==> src/rtl/rgb_pwm_ctrl.sv <==
// rtl/rgb_pwm_ctrl.sv - three-channel RGB LED PWM controller with jump/fade duty commands
//
// Ports:
//   clk, rst              single clock, synchronous active-high reset
//   cmd_valid/cmd_ready   command handshake (accepted when both high on a rising edge)
//   cmd_chan              0 = R, 1 = G, 2 = B, 3 = all three
//   cmd_duty              target duty 0..255
//   cmd_fade              1 = ramp one step per PWM period, 0 = jump immediately
//   pwm_r/pwm_g/pwm_b     registered PWM outputs to the RGB LED driver
//   busy                  registered OR of the per-channel ramp states
//   period_start          one-clock pulse on the first cycle of each PWM period
module rgb_pwm_ctrl #(
    parameter int PWM_DIV = 187
) (
    input  logic       clk,
    input  logic       rst,
    input  logic       cmd_valid,
    output logic       cmd_ready,
    input  logic [1:0] cmd_chan,
    input  logic [7:0] cmd_duty,
    input  logic       cmd_fade,
    output logic       pwm_r,
    output logic       pwm_g,
    output logic       pwm_b,
    output logic       busy,
    output logic       period_start
);

    // A divider of 0 still needs a one-bit prescaler register.
    localparam int PW = (PWM_DIV < 1) ? 1 : $clog2(PWM_DIV + 1);

    typedef enum logic {
        IDLE = 1'b0,
        RAMP = 1'b1
    } state_t;

    logic [PW-1:0] presc;
    logic [7:0]    cnt;
    logic          tick;
    logic          bnd;
    logic          acc;
    logic [2:0]    hit;

    logic [7:0]    tgt [3];
    logic [7:0]    cur [3];
    logic [7:0]    act [3];
    state_t        st  [3];

    function automatic logic [7:0] step_toward(input logic [7:0] c, input logic [7:0] t);
        return (c < t) ? c + 8'd1 : c - 8'd1;
    endfunction

    assign tick = (presc == PW'(PWM_DIV));
    assign bnd  = tick && (cnt == 8'd255);
    assign acc  = cmd_valid && cmd_ready;

    always_comb begin
        hit = '0;
        for (int i = 0; i < 3; i++) begin
            hit[i] = acc && ((cmd_chan == 2'(i)) || (cmd_chan == 2'd3));
        end
    end

    always_ff @(posedge clk) begin
        if (rst) begin
            presc        <= '0;
            cnt          <= '0;
            cmd_ready    <= 1'b0;
            period_start <= 1'b0;
            busy         <= 1'b0;
            pwm_r        <= 1'b0;
            pwm_g        <= 1'b0;
            pwm_b        <= 1'b0;
            for (int i = 0; i < 3; i++) begin
                tgt[i] <= '0;
                cur[i] <= '0;
                act[i] <= '0;
                st[i]  <= IDLE;
            end
        end else begin
            cmd_ready    <= 1'b1;
            presc        <= tick ? '0 : presc + 1'b1;
            period_start <= bnd;
            if (tick) begin
                cnt <= cnt + 8'd1;
            end

            for (int i = 0; i < 3; i++) begin
                // act always samples the pre-update cur, so a command landing on the
                // boundary only becomes visible one period later.
                if (bnd) begin
                    act[i] <= cur[i];
                end
                // A command wins over the boundary ramp step for its channel.
                if (hit[i]) begin
                    tgt[i] <= cmd_duty;
                    if (cmd_fade) begin
                        st[i] <= (cmd_duty != cur[i]) ? RAMP : IDLE;
                    end else begin
                        cur[i] <= cmd_duty;
                        st[i]  <= IDLE;
                    end
                end else if (bnd && (st[i] == RAMP)) begin
                    cur[i] <= step_toward(cur[i], tgt[i]);
                    if (step_toward(cur[i], tgt[i]) == tgt[i]) begin
                        st[i] <= IDLE;
                    end
                end
            end

            pwm_r <= (act[0] > cnt);
            pwm_g <= (act[1] > cnt);
            pwm_b <= (act[2] > cnt);
            busy  <= (st[0] == RAMP) || (st[1] == RAMP) || (st[2] == RAMP);
        end
    end

endmodule

==> config.mk <==
export PLATFORM = sky130hd
export DESIGN_NAME = rgb_pwm_ctrl
export DESIGN_NICKNAME = d
export VERILOG_FILES = /design/src/rtl/rgb_pwm_ctrl.sv
export SDC_FILE = /design/constraint.sdc
export NUM_CORES = 1
export LEC_CHECK = 0
export BUFFER_PORTS_ARGS = -buffer_cell sky130_fd_sc_hd__buf_2
export CAP_MARGIN = 20
export CORE_MARGIN = 5
export CORE_UTILIZATION = 50
export CTS_BUF_LIST = sky130_fd_sc_hd__clkbuf_2 sky130_fd_sc_hd__clkbuf_4 sky130_fd_sc_hd__clkbuf_8
export CTS_CLUSTER_DIAMETER = 120
export DETAILED_ROUTE_END_ITERATION = 12
export PLACE_DENSITY = 0.66
export SETUP_SLACK_MARGIN = 0.2
export SLEW_MARGIN = 15
export SYNTH_ARGS = -nofsm -noshare
export SYNTH_HDL_FRONTEND = slang
export SYNTH_SLANG_ARGS = --single-unit
==> constraint.sdc <==
create_clock -name clk -period 7.5 [get_ports clk]
set_clock_uncertainty 0.15 [all_clocks]
set_input_delay 0.375 -clock clk [delete_from_list [all_inputs] [get_ports clk]]
set_output_delay 0.375 -clock clk [all_outputs]
set_load 0.1 [all_outputs]
==> results of run 1 <==
-- power by group --
part           leakage (nW)  switching, W  internal, W
clock network         0.105      0.000201     0.000158
registers             0.963     0.0000232     0.000604
logic                  1.87      0.000228     0.000141
total                  2.94      0.000452     0.000903
-- stage by stage --
| step | power, W | setup WS [ps] | cell area (µm²) |
|---|---|---|---|
| after floorplan | 0.000917 | 3690 | 7030 |
| after global placement | 0.000993 | 3270 | 7250 |
| after detailed placement | 0.00100 | 3220 | 7250 |
| after CTS | 0.00136 | 3200 | 7450 |
| after global routing | 0.00142 | 2850 | 7450 |
| final | 0.00135 | 3120 | 7450 |
-- path summary, 6_finish.rpt --
check	startpoint	slack (ps)	end	cells after the start
worst max-delay path	cur[1][1]$_SDFFCE_PP0P_	3120	st[1]$_SDFFCE_PP0P_	15
worst min register to register	presc[0]$_SDFF_PP0_	310	presc[0]$_SDFF_PP0_	1
worst max register to register	cur[1][1]$_SDFFCE_PP0P_	3120	st[1]$_SDFFCE_PP0P_	15
worst min-delay path	rst	280	cnt[5]$_SDFFE_PP0P_	2
-- per-layer routing --
| layer | vias up | track usage [%] | share of wire [%] |
|---|---|---|---|
| met4 | 0 | 9.70 | 3.7 |
| li1 | 2659 | - | - |
| met3 | 40 | 4.61 | 5.2 |
| met2 | 140 | 35.8 | 47 |
| met1 | 2617 | 29.1 | 44 |
| met5 | - | 0 | 0 |
-- critical path, stage by stage, from the launching register on --
cell and delay, ps:
edfxtp_1 490, ha_1 310, nor2b_1 130, o211ai_1 270, a21o_1 170, nand2_1 50
a21o_1 290, ha_1 380, o21ai_0 260, nor2_1 140, o21a_1 210, a311o_1 360
xor2_1 410, xnor2_1 170, nand4_1 180, nand2_1 120
-- cells in the final DEF (no fill, tap or decap), types with 4 or more instances in the layout --
cell type,count
nor3_1,22
clkbuf_8,9
nand2b_1,9
a31oi_1,4
nand3_1,25
nor2_1,66
ha_1,73
o21ai_1,4
o211ai_1,8
o21a_1,6
dfxtp_1,23
nand4_1,20
a21o_1,14
nand2_1,35
buf_2,19
nor2b_1,14
a22o_1,4
a2111oi_0,4
and3_1,5
xor2_1,26
or2_2,4
nor4_1,9
o31ai_1,4
mux2i_1,6
and2_1,28
o211a_1,5
a21oi_1,34
o21ai_0,29
xnor2_1,42
inv_1,53
a211oi_1,6
edfxtp_1,74
-- sequential cells by signal, summed over array words and instances (netlist names) --
name	flops
presc	8
act	24
cnt	8
st	3
pwm_b	1
busy	1
cur	24
cmd_ready	1
pwm_r	1
period_start	1
tgt	24
pwm_g	1
-- cell type report --
cell class	count	area (µm²)
Inverter	53	199
Sequential cell	97	2680
Multi-Input combinational cell	556	4040
Timing Repair Buffer	19	95.1
Fill cell	1242	6380
Tap cell	180	225
Clock buffer	9	124
Clock inverter	7	76.3
-- cells by family (layout without fill, tap and decap cells) --
kind of cell / Yosys count / count (layout) / share of synthesized area (%)
adder cells (fa/ha/maj): 76 / 76 / 13.9
AO/OA/AOI/OAI: 146 / 146 / 14.3
AND/OR/NAND/NOR: 259 / 259 / 19.7
XOR/XNOR: 69 / 69 / 8.79
flip-flops: 97 / 97 / 38.2
multiplexers: 6 / 6 / 0.855
buffers and inverters: 78 / 88 / 4.29
==> flow_metrics.tcl, run 1 <==
set metrics [dict create \
    vias_per_cell 5.92 \
    seq_area_frac_synth_pct 38.2 \
    clock_path_buffers 2 \
    hold_class "in2reg" \
    firstDrtPassIters 5 \
    drc 0 \
    syn_to_final_growth_pct 5.95 \
    yosysMostFrequentCell "edfxtp_1" \
    postCtsSetupRepairBufs 0 \
    cts_tree "yes" \
    gp_routability_congestion 0.954 \
    gr-usage-all-layers_pct 22.3 \
    critical_path_peak_fanout 8 \
    synth_ff_type "edfxtp_1" \
    die_w_um 129 \
    synth_edf_count 74 \
    synth_area_um2 7030 \
    cts_sinks 97 \
    cellPowerDensity_nw_per_um2 182 \
    first_global_vias 5151 \
    dieArea_um2 16500 \
    ys_seq_elements 97 \
    ant_nets 0 \
    via_count 5456 \
    utilization_pct 53.9 \
    rows 43 \
    numCtsBuffers 9 \
    initial_core_util_pct 50.8 \
    drt_iter0_markers 413 \
    peakVddDrop_mv 0.113 \
    avgSynthCellArea_um2 9.61 \
    grt_overflow_total 0 \
    worstPathRequired_ps 7470 \
    setup_violations 0 \
    worstSetupEndpointType "flop" \
    maxSlewHeadroom_pct 33.8 \
    yosysWarnings 0 \
    coreArea_um2 13800 \
    ys_top_cells_by_area "edfxtp_1 32%, ha_1 13%, dfxtp_1 6.6%" \
    grt_pass1_wl_mm 28.1 \
    worst_pin_slew_ps 991 \
    synth_top_area_cell "edfxtp_1" \
    outcome "complete, no violations" \
    rsz0062_at_grt "false" \
    insertion_delay_ps 400 \
    synth_top_area_share_pct 31.6 \
    netlist_top_cells_count "74 x edfxtp_1, 73 x ha_1, 66 x nor2_1, 53 x inv_1, 42 x xnor2_1" \
    timing.fmax_mhz 229 \
    drv_cap 0 \
    synth_nets 821 \
    timing.setup.tns_ps 0 \
    finalHoldViolCount 0 \
    setup.worst_path.start_class "flop" \
    cts.clk_slew.worst_paths_ps 110 \
    antenna_found_initial 0 \
    ctsRootBufferMaster "clkbuf_8" \
    critPathArrivalTime_ps 4350 \
    final_max_slew_viol_count 0 \
    hpwl_mm 13.6 \
    portBuffers 19 \
    synth_cells 731 \
    hold_buffers 0 \
    critPathKind "reg2reg" \
    wire_per_inst_um 19.3 \
    wl_mm 17.7 \
    p_leak_nw 2.94 \
    io_pins 20 \
    placed_cells_incl_taps 905 \
    chipHeight_um 129 \
    grt_start_max_net_pins 25 \
    hold_ws_ps 280 \
    finalCritPeriodShare_pct 58.3 \
    drive_gt1_share_pct 7.42 \
    stdcell_count 921 \
    synth_cell_type_count 67 \
    cts_resized 0 \
    diodes 0 \
    final_nets 826 \
    synthArstFlopShare_pct 0 \
    htreeDepth 3 \
    min_period_ps 4380 \
]
(Power assumes the default switching activity.)
==> run 2, diff against run 1 <==
- PLACE_DENSITY: 0.66 -> 0.69
- clock period: 7.5 -> 3.9 ns (I/O delays scaled with it)
==> run 2 against run 1 <==
Effect of this change: the run now ends with setup timing left; routed wire length is 15% higher; first-iteration DRC count increased by 41%; clock-buffer cell count up 1; final cell count rose by 11%; via count is 12% higher; critical path type unchanged; sequential share of layout area decreased by 4.9 points; maximum frequency increased by 11%; hold slack worse by 220 ps; critical endpoint is now st[2]$_SDFFE_PP0P_; combinational power grew to 2.8 times the previous value; cell area increased by 16%.
==> flow_metrics.tcl, run 2 (synthesis gave the netlist of run 1 again) <==
set metrics [dict create \
    outcome "complete, but fails checks" \
    violations "setup timing" \
    worst_pin_slew_ps 973 \
    reg_top3 "act: 24 flops, cur: 24 flops, tgt: 24 flops" \
    peakVddDrop_mv 0.340 \
    antenna_found_initial 0 \
    finalHoldViolCount 0 \
    rsz0062_at_grt "true" \
    wl_mm 20.4 \
    wire_per_inst_um 20.0 \
    die_w_um 129 \
    first_global_vias 6088 \
    portBuffers 19 \
    drv_cap 0 \
    gp_routability_congestion 0.976 \
    cellPowerDensity_nw_per_um2 330 \
    hpwl_mm 15.1 \
    insertion_delay_ps 390 \
    postPlaceCellArea_um2 7810 \
    critPathArrivalTime_ps 4120 \
    gr-usage-all-layers_pct 24.9 \
    chipHeight_um 129 \
    clock_path_buffers 2 \
    hold_start "rst" \
    drt_iter0_markers 584 \
    final_max_slew_viol_count 0 \
    p_comb_share_pct 36.7 \
    numCtsBuffers 9 \
    crit_buf_inv 3 \
    dieArea_um2 16500 \
    final_nets 928 \
    total_power_w 0.00285 \
    rr_worst_depth 18 \
    critical_path_peak_fanout 7 \
    ant_nets 0 \
    clkPwrFrac_pct 21.5 \
    drive_gt1_share_pct 25.0 \
    setup_violations 2 \
    htreeDepth 3 \
    design_area_um2 8620 \
    grt_pass1_wl_mm 31.9 \
    initial_core_util_pct 50.8 \
    timing.fmax_mhz 253 \
    max_stage_delay_ps 410 \
    postLayoutSetupSlackWorst_ps -47.5 \
    hold_buffers 0 \
    mostFrequentLayoutCell "buf_4" \
    p_leak_nw 3.50 \
    cts_sinks 97 \
    io_pins 20 \
    worstSetupEndpointType "flop" \
    hold_class "in2reg" \
    min_to "cmd_ready$_DFF_P_" \
    drc 0 \
    cts_tree "yes" \
    critPathKind "reg2reg" \
    final_cell_mix "94 x buf_4, 74 x edfxtp_1, 60 x nor2_1, 60 x ha_1, 50 x inv_1" \
    rows 43 \
    cp_cell_sequence "inv_1 > ha_1 > nor2b_4 > o31ai_4 > a21o_1 > a21oi_2 > or2_4 > buf_6 > ha_4 > nor2b_4 > o31a_1 > buf_6 > nor4b_2 > o21ai_1 > o2111ai_2 > nor3_2 > a311o_1 > nor2_1" \
    rr_startpoint "tgt[0][17]$_DFFE_PP_" \
    maxSlewHeadroom_pct 34.9 \
    firstDrtPassIters 5 \
    cts.clk_slew.worst_paths_ps 100 \
    worstPathRequired_ps 4070 \
    r2r-end "st[2]$_SDFFE_PP0P_" \
    grt_start_max_net_pins 25 \
    rrSetupSlack_ps -50 \
    placed_cells_incl_taps 979 \
    min_period_ps 3950 \
    n_fill_cell 1121 \
    critPathTopFamily "compound AO/OA/AOI/OAI gates" \
    switching_power_w 0.000963 \
    diodes 0 \
    crit_slowest_cell "edfxtp_1" \
    vias_per_cell 5.99 \
    coreArea_um2 13800 \
    switching_share_pct 33.8 \
    finalCritPeriodShare_pct 101 \
    grt_overflow_total 0 \
    setup.worst_path.start_class "flop" \
    ctsRootBufferMaster "clkbuf_8" \
    stdcell_count 1023 \
    via_count 6131 \
    p_int_w 0.00188 \
    power_frac_seq_pct 41.8 \
    worstHoldPathCells 3 \
    syn_to_final_growth_pct 22.7 \
]
-- run 2: cell types whose count changed in the layout (fill, tap and decap cells not counted), sizes merged --
cell      previous run  this run
clkinvlp             0         2
buf                 19       121
clkbuf               9        10
inv                 57        55
bufinv               1         0
-- run 2: power groups by stage --
stage	clock network (W)	registers, W	logic (W)
after global placement	0	0.00121	0.000802
after floorplan	0	0.00124	0.000529
after global routing	0.000663	0.00120	0.00113
final	0.000613	0.00119	0.00104
after detailed placement	0	0.00121	0.000825
after CTS	0.000623	0.00119	0.000934
-- run 2: how the worst max path moves through the flow --
stage | slack, ps | cells after the start | from | endpoint
after floorplan | 200 | 14 | cur[0][1]$_SDFFCE_PP0P_ | st[0]$_SDFFCE_PP0P_
after global placement | -200 | 15 | tgt[0][13]$_DFFE_PP_ | st[0]$_SDFFCE_PP0P_
after detailed placement | -260 | 16 | tgt[0][9]$_DFFE_PP_ | st[1]$_SDFFCE_PP0P_
after CTS | 60 | 16 | tgt[0][9]$_DFFE_PP_ | st[1]$_SDFFCE_PP0P_
after global routing | -240 | 18 | tgt[0][17]$_DFFE_PP_ | st[2]$_SDFFE_PP0P_
final | -50 | 18 | tgt[0][17]$_DFFE_PP_ | st[2]$_SDFFE_PP0P_
-- run 2: area by class of cell --
class	count	area [µm²]	area share, %
multi-input cells	556	4430	51.4
flip-flops and latches	97	2680	31.1
repair buffers	121	900	10.4
well taps	180	225	2.61
inverters	53	209	2.42
clock buffers	10	131	1.52
clock inverters	6	42.5	0.493
-- run 2: routing by layer --
layer | up-vias | part of all wire, % | global-route usage (%)
met5 | - | 0 | 0
met4 | 0 | 4.1 | 10.9
met3 | 72 | 7.7 | 5.27
met2 | 284 | 49 | 42.8
met1 | 2912 | 39 | 30.2
li1 | 2863 | - | -
-- run 2: repair_timing --
action	CTS	global route
setup buffers	11	17
endpoints found under the hold margin	0	0
gates resized for setup	46	41
setup endpoints to repair	7	6
pin swaps	30	38
-- run 2: worst register-to-register path, delay by kind of cell, from the launching register on --
| family | cells | cell delay [ps] |
|---|---|---|
| and+or+nand+nor | 6 | 1000 |
| AOI/OAI and AO/OA | 7 | 1450 |
| DFF | 1 | 410 |
| buffers and inverters | 3 | 380 |
| adders and majority gates | 2 | 480 |
-- run 2: stage by stage --
stage	hold WS (ps)	setup TNS, ps	setup WS (ps)	util [%]
CTS	35.3	0	64.1	60.1
floorplan	268	0	200	-
global route	62.8	-831	-236	62.3
global placement	282	-665	-200	56.5
finish	60.7	-62.6	-47.5	62.3
detailed placement	332	-892	-262	56.5
==> run 3, diff against run 2 <==
- PLACE_DENSITY: 0.69 -> 0.66
- REMOVE_ABC_BUFFERS: not set -> 1
- clock period: 3.9 -> 4.65 ns (I/O delays scaled with it)
==> run 3 against run 2 <==
Effect of this change: the run now ends clean; cell area fell by 13%; sequential cell count is the same; power down 23%.
==> flow_metrics.tcl, run 3 (synthesis gave the netlist of run 1 again) <==
set metrics [dict create \
    die_w_um 129 \
    clock_path_buffers 2 \
    setup.worst_path.start_class "flop" \
    peakVddDrop_mv 0.181 \
    worstPathRequired_ps 4620 \
    maxSlewHeadroom_pct 34.7 \
    wl_met2_mm 8.53 \
    critPathTopFamily "compound AO/OA/AOI/OAI gates" \
    rr_worst_depth 15 \
    finalCritPeriodShare_pct 92.1 \
    final_nets 831 \
    grt_start_max_net_pins 25 \
    via_count 5613 \
    htreeDepth 3 \
    final_max_slew_viol_count 0 \
    design_area_um2 7530 \
    wl_met1_mm 7.87 \
    cellPowerDensity_nw_per_um2 292 \
    cts_sinks 97 \
    mostFrequentLayoutCell "edfxtp_1" \
    hpwl_mm 14.1 \
    hold_class "in2reg" \
    timing.setup.tns_ps 0 \
    drt_iter0_markers 306 \
    diodes 0 \
    ctsRootBufferMaster "clkbuf_8" \
    crit_slowest_cell "edfxtp_1" \
    wl_met3_mm 1.11 \
    gr-usage-all-layers_pct 22.5 \
    wl_mm 18.2 \
    crit_buf_inv 0 \
    hold_buffers 0 \
    p_leak_nw 2.96 \
    outcome "complete, no violations" \
    worstSetupEndpointType "flop" \
    utilization_pct 54.4 \
    coreArea_um2 13800 \
    max_stage_delay_ps 490 \
    grt_overflow_total 0 \
    finalHoldViolCount 0 \
    worst_pin_slew_ps 975 \
    firstDrtPassIters 5 \
    drv_cap 0 \
    cts.clk_slew.worst_paths_ps 100 \
    drive_gt1_share_pct 8.71 \
    chipHeight_um 129 \
    p_comb_share_pct 27.7 \
    reg_top3 "act: 24 flops, cur: 24 flops, tgt: 24 flops" \
    numCtsBuffers 9 \
    postPlaceCellArea_um2 7280 \
    antenna_found_initial 1 \
    ant_nets 0 \
    switching_share_pct 33.5 \
    min_period_ps 4280 \
    power_frac_seq_pct 46.0 \
    cp.depth 15 \
    portBuffers 19 \
    io_pins 20 \
    grt_pass1_wl_mm 28.7 \
    top_layer_used "met5" \
    switching_power_w 0.000736 \
    gp_routability_congestion 0.938 \
    p_int_w 0.00146 \
    first_global_vias 5442 \
    critPathArrivalTime_ps 4250 \
    setup_violations 0 \
    initial_core_util_pct 50.8 \
    rows 43 \
    worstHoldPathCells 2 \
    dieArea_um2 16500 \
    final_cell_mix "74 x edfxtp_1, 72 x ha_1, 66 x nor2_1, 52 x inv_1, 42 x xnor2_1" \
    clkPwrFrac_pct 26.2 \
    drc 0 \
    insertion_delay_ps 390 \
    cp_cell_sequence "ha_1 > nor2b_1 > o211ai_1 > a21o_1 > nand2_1 > a21o_1 > ha_1 > a211oi_4 > nor2_1 > o21a_1 > a311o_1 > xor2_2 > xnor2_1 > nand4_1 > nand2_1" \
    wire_per_inst_um 19.7 \
    rsz0062_at_grt "false" \
    critPathKind "reg2reg" \
    critical_path_peak_fanout 8 \
    syn_to_final_growth_pct 7.09 \
    vias_per_cell 6.06 \
    cts_tree "yes" \
    timing.fmax_mhz 234 \
]
==> run 3: cell types whose count changed in the layout (fill, tap and decap cells not counted), sizes merged <==
cell	previous run	this run
inv	55	56
clkinv	2	1
clkbuf	10	9
buf	121	24
bufinv	0	1
==> run 3: area by class of cell <==
type	instances	area [µm²]
multi-input cells	556	4090
fillers	1211	6300
inverters	53	199
repair buffers	24	133
flip-flops and latches	97	2680
well taps	180	225
clock inverters	7	76.3
clock buffers	9	124
==> run 3: repair_timing <==
item | CTS | global route
buffers inserted | 0 | 1
endpoints found under the setup margin | 0 | 5
gates resized for setup | 0 | 8
==> run 3: metrics by stage <==
stage	setup slack, ps	cells	hold WS (ps)	power, W
final	369	926	165	0.00220
after global routing	199	926	165	0.00231
after CTS	265	925	140	0.00219
after detailed placement	277	909	296	0.00162
after global placement	318	909	282	0.00161
after floorplan	840	706	152	0.00147
==> run 3: worst reg2reg max path: stages (launching register included) <==
cell and delay, ps:
edfxtp_1 490, ha_1 300, nor2b_1 130, o211ai_1 230, a21o_1 150, nand2_1 50
a21o_1 300, ha_1 360, a211oi_4 310, nor2_1 160, o21a_1 220, a311o_1 400
xor2_2 240, xnor2_1 190, nand4_1 200, nand2_1 120
==> run 3: power by group through the flow <==
stage / Clock (W) / Combinational [W] / Sequential [W]
2_1_floorplan: 0 / 0.000428 / 0.00104
3_3_place_gp: 0 / 0.000578 / 0.00103
3_5_place_dp: 0 / 0.000587 / 0.00103
4_1_cts: 0.000590 / 0.000591 / 0.00101
5_1_grt: 0.000625 / 0.000669 / 0.00102
6_report: 0.000577 / 0.000610 / 0.00101
==> run 3: metal layers <==
metal	vias to the layer above	global-route usage (%)
met5	-	0
met4	2	9.26
met3	57	4.69
met2	211	36.9
met1	2665	29.1
li1	2678	-
==> run 3: worst paths after layout <==
kind                                start             endpoint  slack, ps
setup / recovery  cur[1][1]$_SDFFCE_PP0P_  st[1]$_SDFFCE_PP0P_        370
hold / removal                        rst  cnt[0]$_SDFFE_PP0P_        160
setup reg to reg  cur[1][1]$_SDFFCE_PP0P_  st[1]$_SDFFCE_PP0P_        370
hold reg to reg       presc[0]$_SDFF_PP0_  presc[0]$_SDFF_PP0_        310
